--- src/rtl/fpu_pkg.sv ---
// Shared F-extension definitions: FSM encodings, rounding modes and format constants.
package fpu_pkg;

   localparam int unsigned XLEN_DEF = 32;
   localparam int unsigned FRAC_W   = 23;
   localparam int unsigned EXP_W    = 8;
   localparam int unsigned BIAS     = 127;

   localparam logic [2:0] ST_IDLE  = 3'd0;
   localparam logic [2:0] ST_ABS   = 3'd1;
   localparam logic [2:0] ST_NORM  = 3'd2;
   localparam logic [2:0] ST_ROUND = 3'd3;
   localparam logic [2:0] ST_DONE  = 3'd4;

   typedef enum logic [2:0] {
      S_IDLE  = ST_IDLE,
      S_ABS   = ST_ABS,
      S_NORM  = ST_NORM,
      S_ROUND = ST_ROUND,
      S_DONE  = ST_DONE
   } state_e;

   localparam logic [2:0] RM_RNE = 3'b000;
   localparam logic [2:0] RM_RTZ = 3'b001;
   localparam logic [2:0] RM_RDN = 3'b010;
   localparam logic [2:0] RM_RUP = 3'b011;
   localparam logic [2:0] RM_RMM = 3'b100;

endpackage

--- src/rtl/fp_round_inc.sv ---
// Round-increment decision from sign, lsb, guard and sticky; unknown modes round to nearest-even.
module fp_round_inc
   import fpu_pkg::*;
(
   input  logic       sign,
   input  logic       lsb,
   input  logic       guard,
   input  logic       sticky,
   input  logic [2:0] rm,
   output logic       inc
);

   always_comb begin
      inc = 1'b0;
      case (rm)
         RM_RTZ:  inc = 1'b0;
         RM_RDN:  inc = sign & (guard | sticky);
         RM_RUP:  inc = ~sign & (guard | sticky);
         RM_RMM:  inc = guard;
         default: inc = guard & (sticky | lsb);
      endcase
   end

endmodule

--- src/rtl/int_to_fp_converter.sv ---
// FCVT.S.W / FCVT.S.WU: iterative integer-to-binary32 conversion, one normalisation bit per cycle.
module int_to_fp_converter
   import fpu_pkg::*;
#(
   parameter int unsigned XLEN     = 32,
   parameter int unsigned EXP_INIT = 158
) (
   input  logic            CLK,
   input  logic            RST_n,
   input  logic            START,
   input  logic [XLEN-1:0] OP_A,
   input  logic            IS_UNSIGNED,
   input  logic [2:0]      RM,
   output logic [31:0]     R,
   output logic            BUSY,
   output logic            DONE,
   output logic            NX
);

   state_e                state_q, state_n;
   logic [XLEN-1:0]       op_q, op_n;
   logic [XLEN-1:0]       mag_q, mag_n;
   logic                  uns_q, uns_n;
   logic                  sign_q, sign_n;
   logic [2:0]            rm_q, rm_n;
   logic [EXP_W-1:0]      exp_q, exp_n;
   logic [31:0]           r_n;
   logic                  nx_n;

   logic                  abs_sign;
   logic [XLEN-1:0]       abs_mag;
   logic [FRAC_W-1:0]     frac;
   logic                  guard, sticky, inc;
   logic [FRAC_W:0]       frac_sum;
   logic [EXP_W-1:0]      exp_rnd;

   // Magnitude of the latched operand; 0x80000000 signed maps onto itself as unsigned.
   assign abs_sign = ~uns_q & op_q[XLEN-1];
   assign abs_mag  = abs_sign ? (~op_q + XLEN'(1)) : op_q;

   // Normalised mantissa fields: hidden bit at mag[XLEN-1].
   assign frac     = mag_q[XLEN-2 -: FRAC_W];
   assign guard    = mag_q[XLEN-2-FRAC_W];
   assign sticky   = |mag_q[XLEN-3-FRAC_W:0];
   assign frac_sum = {1'b0, frac} + (FRAC_W+1)'(inc);
   assign exp_rnd  = frac_sum[FRAC_W] ? (exp_q + EXP_W'(1)) : exp_q;

   fp_round_inc u_round_inc (
      .sign   (sign_q),
      .lsb    (frac[0]),
      .guard  (guard),
      .sticky (sticky),
      .rm     (rm_q),
      .inc    (inc)
   );

   always_comb begin
      state_n = state_q;
      op_n    = op_q;
      uns_n   = uns_q;
      rm_n    = rm_q;
      sign_n  = sign_q;
      mag_n   = mag_q;
      exp_n   = exp_q;
      r_n     = R;
      nx_n    = NX;
      case (state_q)
         S_IDLE: begin
            if (START) begin
               op_n    = OP_A;
               uns_n   = IS_UNSIGNED;
               rm_n    = RM;
               state_n = S_ABS;
            end
         end
         S_ABS: begin
            sign_n = abs_sign;
            mag_n  = abs_mag;
            exp_n  = EXP_W'(EXP_INIT);
            if (abs_mag == '0) begin
               r_n     = '0;
               nx_n    = 1'b0;
               state_n = S_DONE;
            end else begin
               state_n = S_NORM;
            end
         end
         S_NORM: begin
            if (mag_q[XLEN-1]) begin
               state_n = S_ROUND;
            end else begin
               mag_n = mag_q << 1;
               exp_n = exp_q - EXP_W'(1);
            end
         end
         S_ROUND: begin
            // Fraction carry-out lands in frac_sum's top bit; the stored fraction is then zero.
            r_n     = {sign_q, exp_rnd, frac_sum[FRAC_W-1:0]};
            nx_n    = guard | sticky;
            state_n = S_DONE;
         end
         S_DONE:  state_n = S_IDLE;
         default: state_n = S_IDLE;
      endcase
   end

   always_ff @(posedge CLK or negedge RST_n) begin
      if (!RST_n) begin
         state_q <= S_IDLE;
         op_q    <= '0;
         uns_q   <= 1'b0;
         rm_q    <= '0;
         sign_q  <= 1'b0;
         mag_q   <= '0;
         exp_q   <= '0;
         R       <= '0;
         NX      <= 1'b0;
         BUSY    <= 1'b0;
         DONE    <= 1'b0;
      end else begin
         state_q <= state_n;
         op_q    <= op_n;
         uns_q   <= uns_n;
         rm_q    <= rm_n;
         sign_q  <= sign_n;
         mag_q   <= mag_n;
         exp_q   <= exp_n;
         R       <= r_n;
         NX      <= nx_n;
         BUSY    <= (state_n != S_IDLE);
         DONE    <= (state_n == S_DONE);
      end
   end

endmodule

--- config.mk ---
export PLATFORM = sky130hd
export DESIGN_NAME = int_to_fp_converter
export DESIGN_NICKNAME = d
export VERILOG_FILES = /design/src/rtl/fpu_pkg.sv /design/src/rtl/fp_round_inc.sv /design/src/rtl/int_to_fp_converter.sv
export SDC_FILE = /design/constraint.sdc
export NUM_CORES = 1
export LEC_CHECK = 0
export CORE_UTILIZATION = 30
export CTS_CLUSTER_DIAMETER = 100
export CTS_CLUSTER_SIZE = 30
export DETAILED_ROUTE_END_ITERATION = 10
export PLACE_DENSITY = 0.6
export SYNTH_ARGS = -nofsm -noshare
export SYNTH_HDL_FRONTEND = slang
export SYNTH_SLANG_ARGS = --single-unit
--- constraint.sdc ---
create_clock -name CLK -period 3.08 [get_ports CLK]
set_clock_uncertainty 0.15 [all_clocks]
set_input_delay 0.616 -clock CLK [delete_from_list [all_inputs] [get_ports CLK]]
set_output_delay 0.616 -clock CLK [all_outputs]
set_load 0.02 [all_outputs]
After elaboration in Yosys (flattened, before gate mapping) --
Index checks and enable logic that the tools add are counted.
Word-level totals: flip-flop bits (word level) 115, input bits 39, output and inout port bits 35, logic and storage cells 59
Operators by class: add/subtract/negate cells 4, eq/ne operators 10, multiplexer cells 15, bitwise operators 9, reductions and logical operators 9
Operators with widths (count):
- one-hot mux 32 bit (2 select lines) | 2
- two-way mux 32 bit | 3
- adder 32 x 1 -> 32 bit, second input constant | 1
- logical NOT 32 bit | 1
- inverter 32 bit | 1
- adder 23 x 1 -> 24 bit | 1
- two-way mux 8 bit | 2
- one-hot mux 8 bit (2 select lines) | 1
- equality test 3 x 2 -> 1 bit, second input constant | 4
- one-hot mux 3 bit (4 select lines) | 1
- two-way mux 3 bit | 3
- adder 8 x 1 -> 8 bit, second input constant | 1
- subtractor 8 x 1 -> 8 bit, second input constant | 1
- OR reduction 7 bit | 1
- equality test 3 x 1 -> 1 bit, second input constant | 2
- equality test 3 bit, second input constant | 2
- AND reduction 2 bit | 3
- AND 1 bit | 4
- inequality test 2 bit, second input constant | 2
- one-hot mux 1 bit (4 select lines) | 1
- nonzero test 2 bit | 2
- logical NOT 3 bit | 1
- nonzero test 3 bit | 1
- inverter 1 bit | 2
- other kinds (3) | 4

Longest topological paths before layout --
depth after elaboration 7, gate-level depth with buffers 13, mapped depth without buffers 13

Cells and area by module --
From an unflattened synthesis, not the netlist that was laid out.
Unflattened totals: cell total of the unflattened synthesis 698, area, all modules 6658.9 µm²
By module, submodules not included:
- int_to_fp_converter | times used 1, cells each 691, area each 6603.8 µm²
- fp_round_inc | times used 1, cells each 7, area each 55.1 µm²

Worst setup path after synthesis --
OpenSTA, ideal clock, no wires.
path kind register -> register, start point register rm_q[1], end point register R[28], data arrival time 2.799 ns, required time 2.866 ns, path slack 0.067 ns, cell stages (with the launch flop) 14, cell sequence dfrtp_1 > nor2_1 > a21o_1 > o221ai_1 > a21oi_1 > ha_1 > nand2_1 > nor2_1 > nand3_1 > nor4_2 > nand4_1 > or4_1 > nand2_1 > a21o_1
Between the ends: word-level cells in the longest chain between the ends 5, elaborated cells on any way between the ends 8
RTL lines:
- start: declaration | RTL line int_to_fp_converter.sv:25 | logic [2:0] rm_q, rm_n;
- start signal: assignment | RTL line int_to_fp_converter.sv:124 | rm_q <= rm_n;
- equality test 3 bit (tied with other cells) | RTL line fp_round_inc.sv:15 | case (rm)
- one-hot mux 1 bit (4 select lines) * | RTL line fp_round_inc.sv:15
- adder 23 x 1 -> 24 bit * | RTL line int_to_fp_converter.sv:45 | assign frac_sum = {1'b0, frac} + (FRAC_W+1)'(inc);
- two-way mux 8 bit * | RTL line int_to_fp_converter.sv:46 | assign exp_rnd = frac_sum[FRAC_W] ? (exp_q + EXP_W'(1)) : exp_q;
- one-hot mux 32 bit (2 select lines) * | RTL line int_to_fp_converter.sv:67 | case (state_q)
- end signal: assignment | RTL line int_to_fp_converter.sv:128 | R <= r_n;
- end: declaration | RTL line int_to_fp_converter.sv:14 | output logic [31:0] R,
Mark *: on every way between the ends. The rest lies on a longest branch, timed or not. A chain may end at the register's enable or synchronous reset.

Worst setup path after layout --
start point register op_q[0], end point register R[8]
Between the ends: word-level cells in the longest chain between the ends 6
RTL lines:
- start: declaration | RTL line int_to_fp_converter.sv:21 | logic [XLEN-1:0] op_q, op_n;
- start signal: assignment | RTL line int_to_fp_converter.sv:122 | op_q <= op_n;
- inverter 32 bit | RTL line int_to_fp_converter.sv:39 | assign abs_mag = abs_sign ? (~op_q + XLEN'(1)) : op_q;
- adder 32 x 1 -> 32 bit | RTL line int_to_fp_converter.sv:39
- two-way mux 32 bit * | RTL line int_to_fp_converter.sv:39
- logical NOT 32 bit * | RTL line int_to_fp_converter.sv:80 | if (abs_mag == '0) begin
- inequality test 2 bit (no source line) *
- AND reduction 2 bit (no source line) *
Marks and branches as above.

==> results.toml <==
[run_status]
status = "complete, no violations"

[logic_synthesis]
ys_seq_elements = 115
synth_top_area_share_pct = 46.17
yosysTopAreaCell = "dfrtp_1"
ys_types = 68
synth_warnings = 0
syn_inst = 593
yosysMostFrequentCell = "dfrtp_1"
synthFlopType = "dfrtp_1"
async_flop_share_pct = 100.0
yosysSeqAreaShare_pct = 46.17
avgSynthCellArea_um2 = 10.51
syn_area_mm2 = 0.006233
synth_nets = 637
synth_commonest_cells = "dfrtp_1 (115), nand2_1 (43), o21ai_0 (36), mux2_2 (33), xnor2_1 (33)"
synthTopCellsByArea = "dfrtp_1 (46%), mux2_2 (6.0%), xnor2_1 (4.6%)"
synth_edf_count = 0

[final_layout]
finish.instance_area_mm2 = 0.008508
layout.nets = 769
drive_gt1_share_pct = 24.53
antenna_cells = 0
fin_cells = 1008
final_core_util_pct = 41.91
area_growth_pct = 36.49

[cts]
ctsHoldBuffers = 0
cts_buffer_depth = 2
htreeDepth = 4
cts_tree = "yes"
clk_pin_slew_ns = 0.05
clockRootBuffer = "clkbuf_16"
insertion_delay_ns = 0.42
cts_buffers = 17
cts_sinks = 115

[detailed_routing]
dr.pass1.iters = 5
post_drt_via_cell_ratio = 5.015
antenna_left = 0
remaining_drc_errors = 0
wire_per_inst_um = 15.39
first_iter_violations = 230
finalWirelength_mm = 15.51
vias = 5055

[critical_path]
critPathRequiredTime_ns = 3.24
rr_worst_depth = 13
critical_path_class = "flop to flop"
critPathMaxStageDelay_ns = 0.38
critPathMaxFanout = 23
arrival_ns = 3.21
crit_slowest_cell = "dfrtp_1"
cp_cell_sequence = "inv_2 -> ha_4 -> nor4b_4 -> buf_12 -> buf_4 -> a31oi_1 -> xnor2_1 -> and4_1 -> o2111ai_2 -> nor4_4 -> o21ai_4 -> buf_12 -> a22o_1"
crit_top_cell = "buf_12"
endpoint_kind = "flop"
start_kind = "flop"

[grt]
antenna_found_initial = 0
grt_max_degree = 48
grt_pass1_vias = 4935
grt_overflow_total = 0
grt_pass1_wl_mm = 26.15
grtUsageTotal_pct = 15.61

[floorplanning]
die_h_um = 146.1
start_util_pct = 30.71
num_rows = 52
coreArea_mm2 = 0.02030
die_x_um = 146.1
die_area_mm2 = 0.02136
boundaryPins = 74

[flow_run]
cap_violations = 0

[power_and_ir_drop]
clkPwrFrac_pct = 22.6
p_int_mw = 6.028
switchingPower_mw = 3.635
total_leakage_power_nw = 3.544
power_mw = 9.663
p_seq_share_pct = 30.6
ir_drop_mv = 0.5257
power_frac_comb_pct = 46.8
power_density_mw_per_mm2 = 1136
p_sw_share_pct = 37.62

[placement]
place_congestion = 0.8492
placed_cell_area_mm2 = 0.007657
dp_hpwl_mm = 11.37
dp.cells = 961
io_buffer_count = 73

[sta]
finalCritPeriodShare_pct = 99.00
final.min_clock_period_ns = 3.049
max_freq_mhz = 328.0
hold_viol = 0
drv_slew = 0
max_slew_margin_pct = 57.77
tightest_slew_ns = 0.6328
grt_setup_unrepaired = "true"
setup_violations = 0

[hold_path]
hold_class = "primary input to asynchronous set/reset pin"
## worst paths after layout
check                                    endpoint  slack [ns]                start
worst max-delay path             R[8]$_DFFE_PN0P_        0.03  op_q[0]$_DFFE_PN0P_
worst min-delay path            R[29]$_DFFE_PN0P_        0.05                RST_n
worst max register to register   R[8]$_DFFE_PN0P_        0.03  op_q[0]$_DFFE_PN0P_
worst min register to register  R[30]$_DFFE_PN0P_        0.34    R[30]$_DFFE_PN0P_
max in group asynchronous       uns_q$_DFFE_PN0P_        1.94                RST_n
min in group CLK                R[30]$_DFFE_PN0P_        0.34    R[30]$_DFFE_PN0P_
## per-stage QoR
stage	TNS (ns)	hold slack (ns)	setup WS, ns
2_1_floorplan	0	0.1704	0.06671
3_3_place_gp	-4.799	0.3161	-0.1675
3_5_place_dp	-4.972	0.3221	-0.1818
4_1_cts	-0.0005336	0.06708	-0.0005336
5_1_grt	-3.526	0.09753	-0.1379
6_report	0	0.04803	0.03083
## cells by family after synthesis
logic type	count (synthesis)	synth area share [%]
and+or+nand+nor	177	16.36
xor gates and xnor gates	57	8.250
DFF	115	46.17
buffers and inverters	54	4.356
AOI/OAI and AO/OA	148	17.26
muxes	37	6.604
adders and majority gates	5	1.004
## timing repair
action | in CTS | in global routing
setup buffers | 8 | 6
pin swaps | 10 | 12
gates cloned | 1 | 0
endpoints found under the setup margin | 33 | 33
resized for setup | 11 | 8
## state kept, by name, indices dropped and copies added, names as in the netlist
register,flops
BUSY,1
DONE,1
NX,1
R,32
exp_q,8
mag_q,32
op_q,32
rm_q,3
sign_q,1
state_q,3
uns_q,1
## layout by cell type, fill, tap and decap left out, types with 4 or more instances in the layout
cell type	count
buf_12	5
and3_1	9
nor2_2	5
xor2_1	22
dfrtp_1	115
clkbuf_16	17
a41oi_1	4
mux2_2	33
o2bb2ai_1	5
inv_1	9
a31oi_1	7
a22oi_1	29
mux2i_1	4
a22o_1	26
buf_4	78
nand4_1	12
o21ai_0	36
nor4_1	4
nor2_1	24
a21oi_1	11
nor4_4	5
and2_1	4
nand3_1	16
xnor2_1	32
o221ai_1	4
or4_1	5
bufinv_16	5
clkdlybuf4s50_1	72
nor3_1	20
nand2_1	43
## layer usage
metal	part of all wire, %	GRT usage, %	vias up
met5	0	0	-
met4	1.6	5.260	0
met3	4.1	3.813	21
met2	45	23.40	122
met1	49	21.90	2437
li1	-	-	2475
## worst max-delay path, delay by kind of cell (launching register included)
family	cells	cell delay [ns]
AOI/OAI and AO/OA	4	0.61
xor gates and xnor gates	1	0.24
adders and majority gates	1	0.15
buffers and inverters	4	0.54
DFF	1	0.38
and+or+nand+nor	3	0.87
## power by group through the flow
stage | clock network [mW] | registers, mW | logic [mW]
floorplan | 0 | 2.94 | 2.57
global placement | 0 | 2.95 | 4.28
detailed placement | 0 | 2.96 | 4.32
CTS | 2.22 | 2.95 | 4.48
global route | 2.30 | 3.07 | 4.98
finish | 2.18 | 2.96 | 4.53
## cell type report
cell class	instances	area [µm²]
clock buffer	23	478.0
clock inverter	9	175.2
fill	1961	11790
inverter	11	41.29
multi-input combinational	425	3192
sequential	115	2878
tap	270	337.8
timing repair buffer	155	1406
Power figures use the tool's default switching activity.
